==> src/rtl/fifo_stream_reader_pkg.sv <==
// Shared constants for the synchronous FIFO and its stream reader.
// can_issue() is the read-issue budget rule for the 2-entry prefetch buffer.
package fifo_pkg;

  localparam int unsigned DATA_W      = 3;
  localparam int unsigned DEPTH       = 8;
  localparam int unsigned CNT_W       = 8;
  localparam int unsigned FIFO_RD_LAT = 1;
  localparam int unsigned BUF_DEPTH   = 2;

  // occ + inflight - out_fire < BUF_DEPTH, rearranged so nothing goes negative
  function automatic logic can_issue(input logic [1:0] occ,
                                     input logic [1:0] inflight,
                                     input logic       out_fire);
    return ({1'b0, occ} + {1'b0, inflight}) < (3'(BUF_DEPTH) + {2'b00, out_fire});
  endfunction

endpackage

==> src/rtl/fifo_stream_reader_prefetch.sv <==
// Two-entry prefetch buffer with push/pop/clear; head word is always visible.
module rd_prefetch_buf
  import fifo_pkg::*;
#(
  parameter int unsigned DATA_W = fifo_pkg::DATA_W
) (
  input  logic              clk,
  input  logic              rst,
  input  logic              clear,
  input  logic              push,
  input  logic [DATA_W-1:0] push_data,
  input  logic              pop,
  output logic [1:0]        occ,
  output logic [DATA_W-1:0] head_data,
  output logic              valid
);

  logic [DATA_W-1:0] mem [BUF_DEPTH];
  logic              head;
  logic              tail;
  logic              do_pop;

  assign do_pop    = pop && (occ != 2'd0);
  assign valid     = (occ != 2'd0);
  assign head_data = mem[head];

  always_ff @(posedge clk) begin
    if (!rst) begin
      mem  <= '{default: '0};
      head <= 1'b0;
      tail <= 1'b0;
      occ  <= 2'd0;
    end else if (clear) begin
      head <= 1'b0;
      tail <= 1'b0;
      occ  <= 2'd0;
    end else begin
      if (push) begin
        mem[tail] <= push_data;
        tail      <= ~tail;
      end
      if (do_pop)
        head <= ~head;
      if (push && !do_pop)
        occ <= occ + 2'd1;
      else if (!push && do_pop)
        occ <= occ - 2'd1;
    end
  end

endmodule

==> src/rtl/fifo_stream_reader.sv <==
// Read-side consumer of the synchronous FIFO: issues reads, captures the
// registered dataout one cycle later, and streams words out on valid/ready.
module fifo_stream_reader #(
  parameter int unsigned DATA_W = fifo_pkg::DATA_W,
  parameter int unsigned CNT_W  = fifo_pkg::CNT_W
) (
  input  logic              clk,
  input  logic              rst,
  input  logic              fifo_empty,
  input  logic [DATA_W-1:0] fifo_dout,
  output logic              fifo_ren,
  output logic              out_valid,
  input  logic              out_ready,
  output logic [DATA_W-1:0] out_data,
  input  logic              flush,
  output logic [CNT_W-1:0]  word_cnt
);
  import fifo_pkg::*;

  logic [FIFO_RD_LAT-1:0] inflight_q;
  logic [1:0]             inflight_cnt;
  logic [1:0]             occ;
  logic                   out_fire;
  logic                   capture;

  assign out_fire = out_valid && out_ready;
  assign capture  = inflight_q[FIFO_RD_LAT-1] && !flush;

  always_comb begin
    inflight_cnt = '0;
    for (int unsigned i = 0; i < FIFO_RD_LAT; i++)
      inflight_cnt = inflight_cnt + {1'b0, inflight_q[i]};
  end

  // out_ready reaches fifo_ren combinationally so a pop frees a slot the same cycle
  assign fifo_ren = rst && !flush && !fifo_empty && can_issue(occ, inflight_cnt, out_fire);

  always_ff @(posedge clk) begin
    if (!rst)
      inflight_q <= '0;
    else
      inflight_q <= (inflight_q << 1) | FIFO_RD_LAT'(fifo_ren);
  end

  always_ff @(posedge clk) begin
    if (!rst)
      word_cnt <= '0;
    else if (out_fire)
      word_cnt <= word_cnt + 1'b1;
  end

  rd_prefetch_buf #(
    .DATA_W (DATA_W)
  ) u_buf (
    .clk       (clk),
    .rst       (rst),
    .clear     (flush),
    .push      (capture),
    .push_data (fifo_dout),
    .pop       (out_ready),
    .occ       (occ),
    .head_data (out_data),
    .valid     (out_valid)
  );

endmodule
==> config.mk <==
export PLATFORM = sky130hd
export DESIGN_NAME = fifo_stream_reader
export DESIGN_NICKNAME = d
export VERILOG_FILES = /design/src/rtl/fifo_stream_reader_pkg.sv /design/src/rtl/fifo_stream_reader_prefetch.sv /design/src/rtl/fifo_stream_reader.sv
export SDC_FILE = /design/constraint.sdc
export NUM_CORES = 1
export LEC_CHECK = 0
export BUFFER_PORTS_ARGS = -buffer_cell sky130_fd_sc_hd__buf_2
export CAP_MARGIN = 0
export CORE_MARGIN = 1
export CORE_UTILIZATION = 37
export DETAILED_ROUTE_END_ITERATION = 8
export PLACE_DENSITY = 0.63
export SLEW_MARGIN = 25
export SYNTH_ARGS = -nofsm -noshare
export SYNTH_HDL_FRONTEND = slang
export SYNTH_SLANG_ARGS = --single-unit
==> constraint.sdc <==
create_clock -name clk -period 1.8 [get_ports clk]
set_clock_uncertainty 0.15 [all_clocks]
set_input_delay 0.45 -clock clk [delete_from_list [all_inputs] [get_ports clk]]
set_output_delay 0.45 -clock clk [all_outputs]
set_load 0.05 [all_outputs]
# After elaboration in Yosys (flattened, before gate mapping)
# Cells that the tools add are included.
# word_totals
latchBits	0
ff_bits	19
romBits	0
input_bits	8
ramBits	0
n_memories	0
elab_cells	46
output_inout_bits	13
# classes
mux	8
n_div	0
n_lt_le_gt_ge	4
shift	0
add_sub_neg	5
eq_ne	0
n_reduce_logical	16
bitwise_logic	6
multipliers	0
# ops
cell	count
3-bit two-way mux	4
8-bit by 1-bit adder with 8-bit output, second input constant	1
1-bit logical AND	8
6-bit bitwise mux	1
2-bit >= comparator, second input constant	2
1-bit zero test	4
2-bit two-way mux	2
1-bit inverter	4
1-bit inverter with 2-bit output	2
2-bit nonzero test	2
2-bit by 1-bit adder with 3-bit output	1
2-bit by 1-bit adder with 3-bit output, first input constant	1
3-bit demux with 1-bit select	1
3-bit less-than comparator	1
2-bit by 1-bit adder with 2-bit output, second input constant	1
2-bit by 1-bit less-than comparator with 1-bit output, second input constant	1
2-bit AND reduction	1
2-bit OR reduction	1
2-bit by 1-bit subtractor with 2-bit output, second input constant	1

# Depth between registers and ports, before layout
# Gate-level depths: netlist (run 1).
# depth
word_depth	6
depth_mapped	6
ltp_nobuf	5

# By module
# A second synthesis (run 1) with hierarchy kept.
# unflattened
cells_unflattened	89
hier_area_um2	877.1
# by_module_without_submodules
mod	cells_each	area_each_um2	instances
rd_prefetch_buf	41	450.4	1
fifo_stream_reader	48	426.7	1

# Least setup slack after synthesis (run 1)
# No wires, ideal clock.
# synth_path
kind	flip-flop to output port
start	register u_buf.occ[0]
end	output port fifo_ren
stages_incl_launch_ff	5
required_ps	1200
path_buffers	0
arrival_time_ps	2509
setup_slack_ps	-1309
cell_sequence	dfxtp_1 ha_1 ha_1 o21ai_0 nor4b_1
# synth_between
elab_chain_len	5
word_cells_on_any_way	6
cone_classes	add/sub (2); order compare (1); reduce/logical (3)
# synth_lines
element	line_no	source
start: declaration	fifo_stream_reader_prefetch.sv:13	output logic [1:0] occ,
start signal: assignment	fifo_stream_reader_prefetch.sv:45	occ <= occ + 2'd1;
start signal: assignment	fifo_stream_reader_prefetch.sv:47	occ <= occ - 2'd1;
2-bit nonzero test	fifo_stream_reader_prefetch.sv:24	assign valid = (occ != 2'd0);
1-bit logical AND	fifo_stream_reader.sv:26	assign out_fire = out_valid && out_ready;
2-bit by 1-bit adder with 3-bit output	fifo_stream_reader_pkg.sv:15	return ({1'b0, occ} + {1'b0, inflight}) < (3'(BUF_DEPTH) + {2'b00, out_fire});
3-bit less-than comparator *	fifo_stream_reader_pkg.sv:15	
1-bit logical AND *	fifo_stream_reader.sv:36	assign fifo_ren = rst && !flush && !fifo_empty && can_issue(occ, inflight_cnt, out_fire);
end: declaration	fifo_stream_reader.sv:11	output logic fifo_ren,
# Mark *: on every way between the ends. The rest lies on a longest branch, timed or not.

# Worst setup path in the final report (run 1)
# Ends and elaborated chain as after synthesis.

==> results of run 1 <==
## what timing repair did
| item | 4_1_cts | 5_1_grt |
|---|---|---|
| resized for setup | 14 | 7 |
| endpoints found under the hold margin | 0 | 0 |
| setup endpoints to repair | 6 | 6 |
| hold buffers | 0 | 0 |
| pin swaps | 1 | 0 |
## metal layers
metal / up-vias / GRT usage [%]
met5: - / 0
met4: 0 / 6.94
met3: 2 / 3.64
met2: 18 / 24.0
met1: 352 / 19.1
li1: 378 / -
## state kept, by name, summed over array words and instances, names as in the netlist
name,count
u_buf.mem,6
u_buf.head,1
u_buf.occ,2
word_cnt,8
u_buf.tail,1
inflight_q,1
## synth_stat cells (2+ instances only)
cell	instances	area [um2]
ha_1	4	50.1
xor2_1	5	43.8
or4_1	2	15.0
nand2b_1	3	18.8
mux2_2	3	33.8
o31ai_1	2	15.0
nor4b_1	2	17.5
o21ai_0	3	15.0
nor2_1	14	52.6
nand2_1	4	15.0
dfxtp_1	19	380
a21oi_1	4	20.0
mux2i_1	9	90.1
nand4_1	2	12.5
## cells by family after synthesis
group | Yosys count
buffers and inverters | 3
adder cells (fa/ha/maj) | 4
flip-flops | 19
AND/OR/NAND/NOR | 34
AO/OA/AOI/OAI | 11
multiplexers | 12
XOR/XNOR | 6
## layout make-up
type / instances / area [um2] / area share [%]
clock buffers: 4 / 26.3 / 2.19
repair buffers: 29 / 218 / 18.1
well taps: 28 / 35.0 / 2.92
flip-flops and latches: 19 / 389 / 32.4
multi-input cells: 67 / 528 / 44.0
inverters: 1 / 3.75 / 0.313
## path summary, 6_finish.rpt
kind | start | end | slack [ps] | cells past startpoint
max reg2reg | u_buf.occ[0] | u_buf.occ[1] | 30 | 6
min | fifo_empty | inflight_q | 220 | 2
max | u_buf.occ[0] | fifo_ren | -290 | 5
min reg2reg | word_cnt[6] | word_cnt[6] | 340 | 2
## power by group
group,internal [mW],leakage (nW),switching [mW]
registers,0.423,0.155,0.00510
clock network,0.0861,0.0150,0.125
logic,0.0408,0.349,0.0456
## critical path, delay by kind of cell (launching register included)
| family | cells | cell delay [ps] |
|---|---|---|
| AO/OA/AOI/OAI | 1 | 60 |
| flip-flops | 1 | 360 |
| adder cells (fa/ha/maj) | 2 | 350 |
| buffers and inverters | 1 | 190 |
| AND/OR/NAND/NOR | 1 | 230 |
## cell usage in the layout, fill, tap and decap left out, drive strengths merged, types with 2 or more instances in the layout
cell type / count
o21ai: 4
dfxtp: 19
xor2: 5
nor4b: 2
clkbuf: 4
a21oi: 4
mux2i: 9
ha: 4
or4: 2
buf: 29
nand2: 4
nand4: 2
o31ai: 2
mux2: 3
nand2b: 3
or3: 2
nor2: 14
==> flow_summary.toml, run 1 <==
[finish]
utilization_pct = 54.2
syn_to_final_growth_pct = 38.0
n_fill_cell = 201
fin_area_um2 = 1200
diodes = 0
nNetsFinal = 133
fin_cells = 148
drive_above_1_share_pct = 37.5

[place]
place_congestion = 0.732
io_buffers = 20
dp_hpwl_um = 1390
dp_cells = 144
placed_area_um2 = 1110
pre_cts_ws_ps = -66.8

[power]
vdd_drop_max_mv = 0.388
leakage_nw = 0.520
finalPower_mw = 0.725
powerDensity_nw_per_um2 = 604

[clock_network]
numClockSinks = 19
clkSlewWorstSetupHoldPaths_ps = 100
cts_tree = "yes"
cts_buffers = 3
clockBufferDepth = 2
clock_latency_ps = 290
postCtsSetupRepairBufs = 0
cts_root_buffer = "clkbuf_4"
h-tree-depth = 1

[synth]
ys_ff_latch = 19
syn_nets = 101
synthArstFlopShare_pct = 0
synth_cell_types = 27
synthSimpleGateAreaFrac_pct = 20.4
yosys_warnings = 0
avgSynthCellArea_um2 = 9.77
yosysSeqAreaShare_pct = 43.7
synth_fa_ha_area_share_pct = 5.76
synth.area.mux_share_pct = 14.2
synth_top_family_by_area = "simple AND/OR/NAND/NOR gates"
syn-instance-count = 89
synth_edf_count = 0
synth_xor_area_share_pct = 6.04
synth-compound-area-share_pct = 7.63
syn_area_um2 = 870
ys.flop_type = "dfxtp_1"

[global_route]
gr-usage-all-layers_pct = 15.1
grt_pass1_wl_um = 2850
antenna_found_initial = 0
first_global_vias = 637
grt_max_degree = 13
grt_overflow = 0

[worst_hold_path]
min_path_type = "input pin to register"

[flow_run]
drv_cap = 0

[timing]
drv_slew = 0
rsz0062_at_grt = "yes"
setup-tns-final_ps = -287
setup_viol = 1
fin_ws_ps = -287
max_freq_ghz = 0.479
layout_min_cycle_time_ps = 2090
hold_ws_ps = 223
tightest_slew_ps = 390
hold_viol = 0
relSlewSlack_pct = 73.9
fin_crit_sh_pct = 116

[detailed_routing]
first_pass_iters = 4
route.met3.wl_um = 80
met2WireLength_um = 872
dr.max_layer_used = "met4"
via_per_inst = 5.07
drc = 0
drt-initial-drc-count = 11
wl_met1_um = 843
drtAntennaViolNets = 0
vias = 750
routedWlPerCell_um = 12.2
finalWirelength_um = 1810

[die]
fp.dieW_um = 50.5
die-height_um = 50.5
rows = 17
core_area_um2 = 2210
die_area_um2 = 2550
start_util_pct = 39.3
ioPinCount = 21

[setup_path]
cp-start-kind = "register"
path_cells = "ha_4, ha_4, o21ai_2, nor4b_4, buf_6"
path_class = "register to output port"
worstPathMaxFanout = 2
cp_slowest_cell = "dfxtp_4"
end_kind = "output port"
worstPathRequired_ps = 1200
critical-path-max-stage-delay_ps = 360
arrival_ps = 1490
path_common_cell = "ha_4"

[run_status]
status = "finished, violations left"
violations = "negative setup slack"
Power figures use the tool's default switching activity.
==> inputs of run 2 (changes only) <==
--- a/config.mk
+++ b/config.mk
@@ -8,9 +8,9 @@
 export BUFFER_PORTS_ARGS = -buffer_cell sky130_fd_sc_hd__buf_2
 export CAP_MARGIN = 0
 export CORE_MARGIN = 1
-export CORE_UTILIZATION = 37
+export CORE_UTILIZATION = 43
 export DETAILED_ROUTE_END_ITERATION = 8
-export PLACE_DENSITY = 0.63
+export PLACE_DENSITY = 0.7
 export SLEW_MARGIN = 25
 export SYNTH_ARGS = -nofsm -noshare
 export SYNTH_HDL_FRONTEND = slang
==> flow_summary.toml, run 2 (synthesis gave the netlist of run 1 again) <==
[timing]
tightest_slew_ps = 370
fin_crit_sh_pct = 115
drv_slew = 0
layout_min_cycle_time_ps = 2070
setup-tns-final_ps = -265
setup_viol = 1
rsz0062_at_grt = "yes"
fin_ws_ps = -265
max_freq_ghz = 0.484
relSlewSlack_pct = 75.3
hold_viol = 0

[place]
io_buffers = 20
dp_hpwl_um = 1280
placed_area_um2 = 1100
dp_cells = 141
place_congestion = 0.787

[clock_network]
cts_root_buffer = "clkbuf_4"
clkSlewWorstSetupHoldPaths_ps = 100
h-tree-depth = 1
numClockSinks = 19
hold_buffers = 0
cts_tree = "yes"
clock_latency_ps = 280
clockBufferDepth = 2
cts_buffers = 3

[finish]
largestRegisters = "word_cnt x8, u_buf.mem x6, u_buf.occ x2"
syn_to_final_growth_pct = 41.2
nNetsFinal = 135
diodes = 0
utilization_pct = 68.1
drive_above_1_share_pct = 41.0
fin_area_um2 = 1230
largest_reg_flops = 8
fin_cells = 147
regMostFlops = "word_cnt"
mostFrequentLayoutCells = "buf_2, dfxtp_1, nor2_1, mux2i_1, buf_4"

[global_route]
grt_max_degree = 13
busiest_layer = "met2"
grt_use_met3_pct = 3.46
first_global_vias = 582
antenna_found_initial = 0
gr-usage-all-layers_pct = 16.3
grt_pass1_wl_um = 2500
grt_overflow = 0
grt_use_met2_pct = 25.0
use_met1_pct = 22.9

[detailed_routing]
vias = 728
via_per_inst = 4.95
drc = 0
drtAntennaViolNets = 0
first_pass_iters = 4
finalWirelength_um = 1720
drt-initial-drc-count = 9
routedWlPerCell_um = 11.7

[die]
core_area_um2 = 1800
ioPinCount = 21
die_area_um2 = 2210
rows = 15
die-height_um = 47.0
fp.dieW_um = 47.0
start_util_pct = 48.3

[setup_path]
worstPathMaxFanout = 2
timing.rr.start = "u_buf.occ[0]"
worstSetupStartpoint = "u_buf.occ[0]"
reg2reg_slack_ps = 40
end_kind = "output port"
path_common_cell = "ha_4"
cp_slowest_cell = "dfxtp_4"
r2r-end = "u_buf.occ[1]"
path_cells = "ha_4, ha_4, o21ai_2, nor4b_4, buf_6"
arrival_ps = 1470
critical-path-max-stage-delay_ps = 360
path_class = "register to output port"
cp-endpoint = "fifo_ren"
reg2regPathDepth = 6
cp-start-kind = "register"
worstPathRequired_ps = 1200

[power]
vdd_drop_max_mv = 0.451
powerDensity_nw_per_um2 = 591
leakage_nw = 0.531

[run_status]
status = "finished, violations left"
violations = "negative setup slack"

[flow_run]
drv_cap = 0

[worst_hold_path]
min_path_type = "input pin to register"
==> run 2: cell count changes in the layout (fill, tap and decap cells not counted), sizes merged <==
cell | previous run | this run
buf | 29 | 31
==> run 2: through the flow <==
stage / setup slack, ps / power [mW] / hold slack (ps)
2_1_floorplan: -168 / 0.486 / 306
3_3_place_gp: -30.0 / 0.514 / 308
3_5_place_dp: -41.9 / 0.516 / 322
4_1_cts: -291 / 0.728 / 202
5_1_grt: -361 / 0.760 / 208
6_report: -265 / 0.725 / 212
==> run 2: cell type report <==
cell class | count | area [um2]
fillers | 158 | 574
multi-input cells | 67 | 541
flip-flops and latches | 19 | 393
repair buffers | 31 | 233
well taps | 25 | 31.3
clock buffers | 4 | 26.3
inverters | 1 | 3.75
==> run 2: worst min path at each step <==
| stage | slack (ps) | from | to | cells after the start |
|---|---|---|---|---|
| floorplan | 310 | u_buf.mem[3] | u_buf.mem[3] | 2 |
| CTS | 200 | fifo_empty | inflight_q | 2 |
| finish | 210 | fifo_empty | inflight_q | 2 |
| detailed placement | 320 | word_cnt[7] | word_cnt[7] | 2 |
| global placement | 310 | word_cnt[7] | word_cnt[7] | 2 |
| global route | 210 | fifo_empty | inflight_q | 2 |
==> run 2: power breakdown <==
group	switching (mW)	total (mW)	internal [mW]
Sequential	0.00520	0.427	0.422
Combinational	0.0468	0.0901	0.0434
Clock	0.122	0.208	0.0859
==> run 2: critical path, delay by kind of cell, from the launching register on <==
kind / cells / cell delay [ps]
flops: 1 / 360
compound gates: 1 / 60
fa+ha+maj: 2 / 360
buf+inv: 1 / 190
simple gates: 1 / 210
==> run 2: metal layers <==
layer,routed length [um],part of all wire (%)
met1,848,49
met2,822,48
met3,42,2.4
met4,8,0.46
met5,0,0
==> run 2: repair_timing <==
| action | 4_1_cts | 5_1_grt |
|---|---|---|
| pin swaps | 1 | 0 |
| endpoints found under the setup margin | 6 | 5 |
| gates resized for setup | 16 | 9 |
| hold endpoints to repair | 0 | 0 |
| setup buffers | 0 | 2 |
==> inputs of run 3 (changes only) <==
--- a/config.mk
+++ b/config.mk
@@ -8,9 +8,9 @@
 export BUFFER_PORTS_ARGS = -buffer_cell sky130_fd_sc_hd__buf_2
 export CAP_MARGIN = 0
 export CORE_MARGIN = 1
-export CORE_UTILIZATION = 43
+export CORE_UTILIZATION = 30
 export DETAILED_ROUTE_END_ITERATION = 8
-export PLACE_DENSITY = 0.7
+export PLACE_DENSITY = 0.54
 export SLEW_MARGIN = 25
 export SYNTH_ARGS = -nofsm -noshare
 export SYNTH_HDL_FRONTEND = slang
==> flow_summary.toml, run 3 (synthesis gave the netlist of run 1 again) <==
[run_status]
status = "finished, violations left"
violations = "negative setup slack"

[timing]
fin_ws_ps = -281
relSlewSlack_pct = 73.9
rsz0062_at_grt = "yes"
setup_viol = 3
hold_viol = 0
max_freq_ghz = 0.480
drv_slew = 0
tightest_slew_ps = 392
layout_min_cycle_time_ps = 2080
fin_crit_sh_pct = 116

[worst_hold_path]
min_path_cells = 2
min_path_type = "input pin to register"

[setup_path]
critical-path-max-stage-delay_ps = 370
reg2regPathDepth = 6
path_common_cell = "ha_4"
cp_slowest_cell = "dfxtp_4"
worstPathMaxFanout = 2
path_class = "register to output port"
end_kind = "output port"
path_cells = "ha_4, ha_4, o21ai_2, nor4b_4, buf_6"
cp-start-kind = "register"
arrival_ps = 1480
worstPathRequired_ps = 1200

[place]
io_buffers = 20
dp_hpwl_um = 1330
place_congestion = 0.692
dp_cells = 147
pre_cts_ws_ps = -32.2

[finish]
utilization_pct = 43.8
drive_above_1_share_pct = 38.5
largest_reg_flops = 8
syn_to_final_growth_pct = 39.0
n_fill_cell = 274
seqCellArea_um2 = 389
largestRegisters = "word_cnt x8, u_buf.mem x6, u_buf.occ x2"
mostFrequentLayoutCells = "dfxtp_1, buf_2, nor2_1, buf_4, mux2i_1"
fin_cells = 153
nNetsFinal = 135
diodes = 0
multi_input_area_um2 = 526
regMostFlops = "word_cnt"
final_common_cell = "dfxtp_1"

[global_route]
grt_max_degree = 13
grt_pass1_wl_um = 2810
antenna_found_initial = 0
grt_overflow = 0
gr-usage-all-layers_pct = 11.6
first_global_vias = 683

[die]
rows = 19
start_util_pct = 31.5
die_area_um2 = 3120
fp.dieW_um = 55.8
core_area_um2 = 2760
die-height_um = 55.8
ioPinCount = 21

[power]
vdd_drop_max_mv = 0.514
p_int_mw = 0.550
powerDensity_nw_per_um2 = 598
p_sw_mw = 0.173
leakage_nw = 0.528
clkPwrFrac_pct = 28.9
finalPower_mw = 0.723
p_comb_share_pct = 11.9
swShare_pct = 23.9
seq_power_share_pct = 59.3

[detailed_routing]
vias = 749
drtAntennaViolNets = 0
finalWirelength_um = 1780
via_per_inst = 4.90
first_pass_iters = 2
drc = 0
drt-initial-drc-count = 21
routedWlPerCell_um = 11.6

[clock_network]
numClockSinks = 19
h-tree-depth = 1
clkSlewWorstSetupHoldPaths_ps = 100
cts_tree = "yes"
cts_root_buffer = "clkbuf_4"
clock_latency_ps = 290
clockBufferDepth = 2
cts_buffers = 3

[flow_run]
drv_cap = 0
-- run 3: power by group through the flow --
stage | Sequential (mW) | Combinational [mW] | Clock, mW
global placement | 0.439 | 0.0767 | 0
global route | 0.429 | 0.0932 | 0.239
detailed placement | 0.439 | 0.0782 | 0
CTS | 0.428 | 0.0834 | 0.224
finish | 0.428 | 0.0857 | 0.209
floorplan | 0.442 | 0.0437 | 0
-- run 3: area by class of cell --
type | count | share of cell area (%)
multi-input combinational | 67 | 43.5
sequential | 19 | 32.2
clock buffer | 4 | 2.17
tap | 31 | 3.21
inverter | 1 | 0.311
timing repair buffer | 31 | 18.6
-- run 3: final timing paths --
check          startpoint           end  slack [ps]
max          u_buf.occ[0]      fifo_ren        -280
min            fifo_empty    inflight_q         200
max reg2reg  u_buf.occ[0]  u_buf.occ[1]         -30
min reg2reg   word_cnt[6]   word_cnt[6]         340
-- run 3: repair_timing --
action | 4_1_cts | 5_1_grt
buffers inserted | 1 | 1
pin swaps | 1 | 0
resized for setup | 11 | 7
hold buffers | 0 | 0
endpoints found under the setup margin | 6 | 7
-- run 3: worst max-delay path, delay by kind of cell, from the launching register on --
family,cells,cell delay [ps]
compound gates,1,60
simple gates,1,220
buf+inv,1,190
flops,1,370
fa+ha+maj,2,360
-- run 3: per-stage QoR --
| stage | hold WS [ps] | area [um2] | setup TNS (ps) |
|---|---|---|---|
| final | 205 | 1210 | -355 |
| after global routing | 196 | 1210 | -540 |
| after CTS | 195 | 1170 | -385 |
| after detailed placement | 325 | 1110 | -53.7 |
| after global placement | 309 | 1110 | -23.5 |
| after floorplan | 306 | 918 | -168 |
-- run 3: routing by layer --
metal | up-vias | GRT usage (%) | part of all wire (%)
met1 | 353 | 13.3 | 44
met5 | - | 0 | 0
met4 | 0 | 2.79 | 0.56
met2 | 16 | 19.8 | 51
met3 | 2 | 5.35 | 5.2
li1 | 378 | - | -
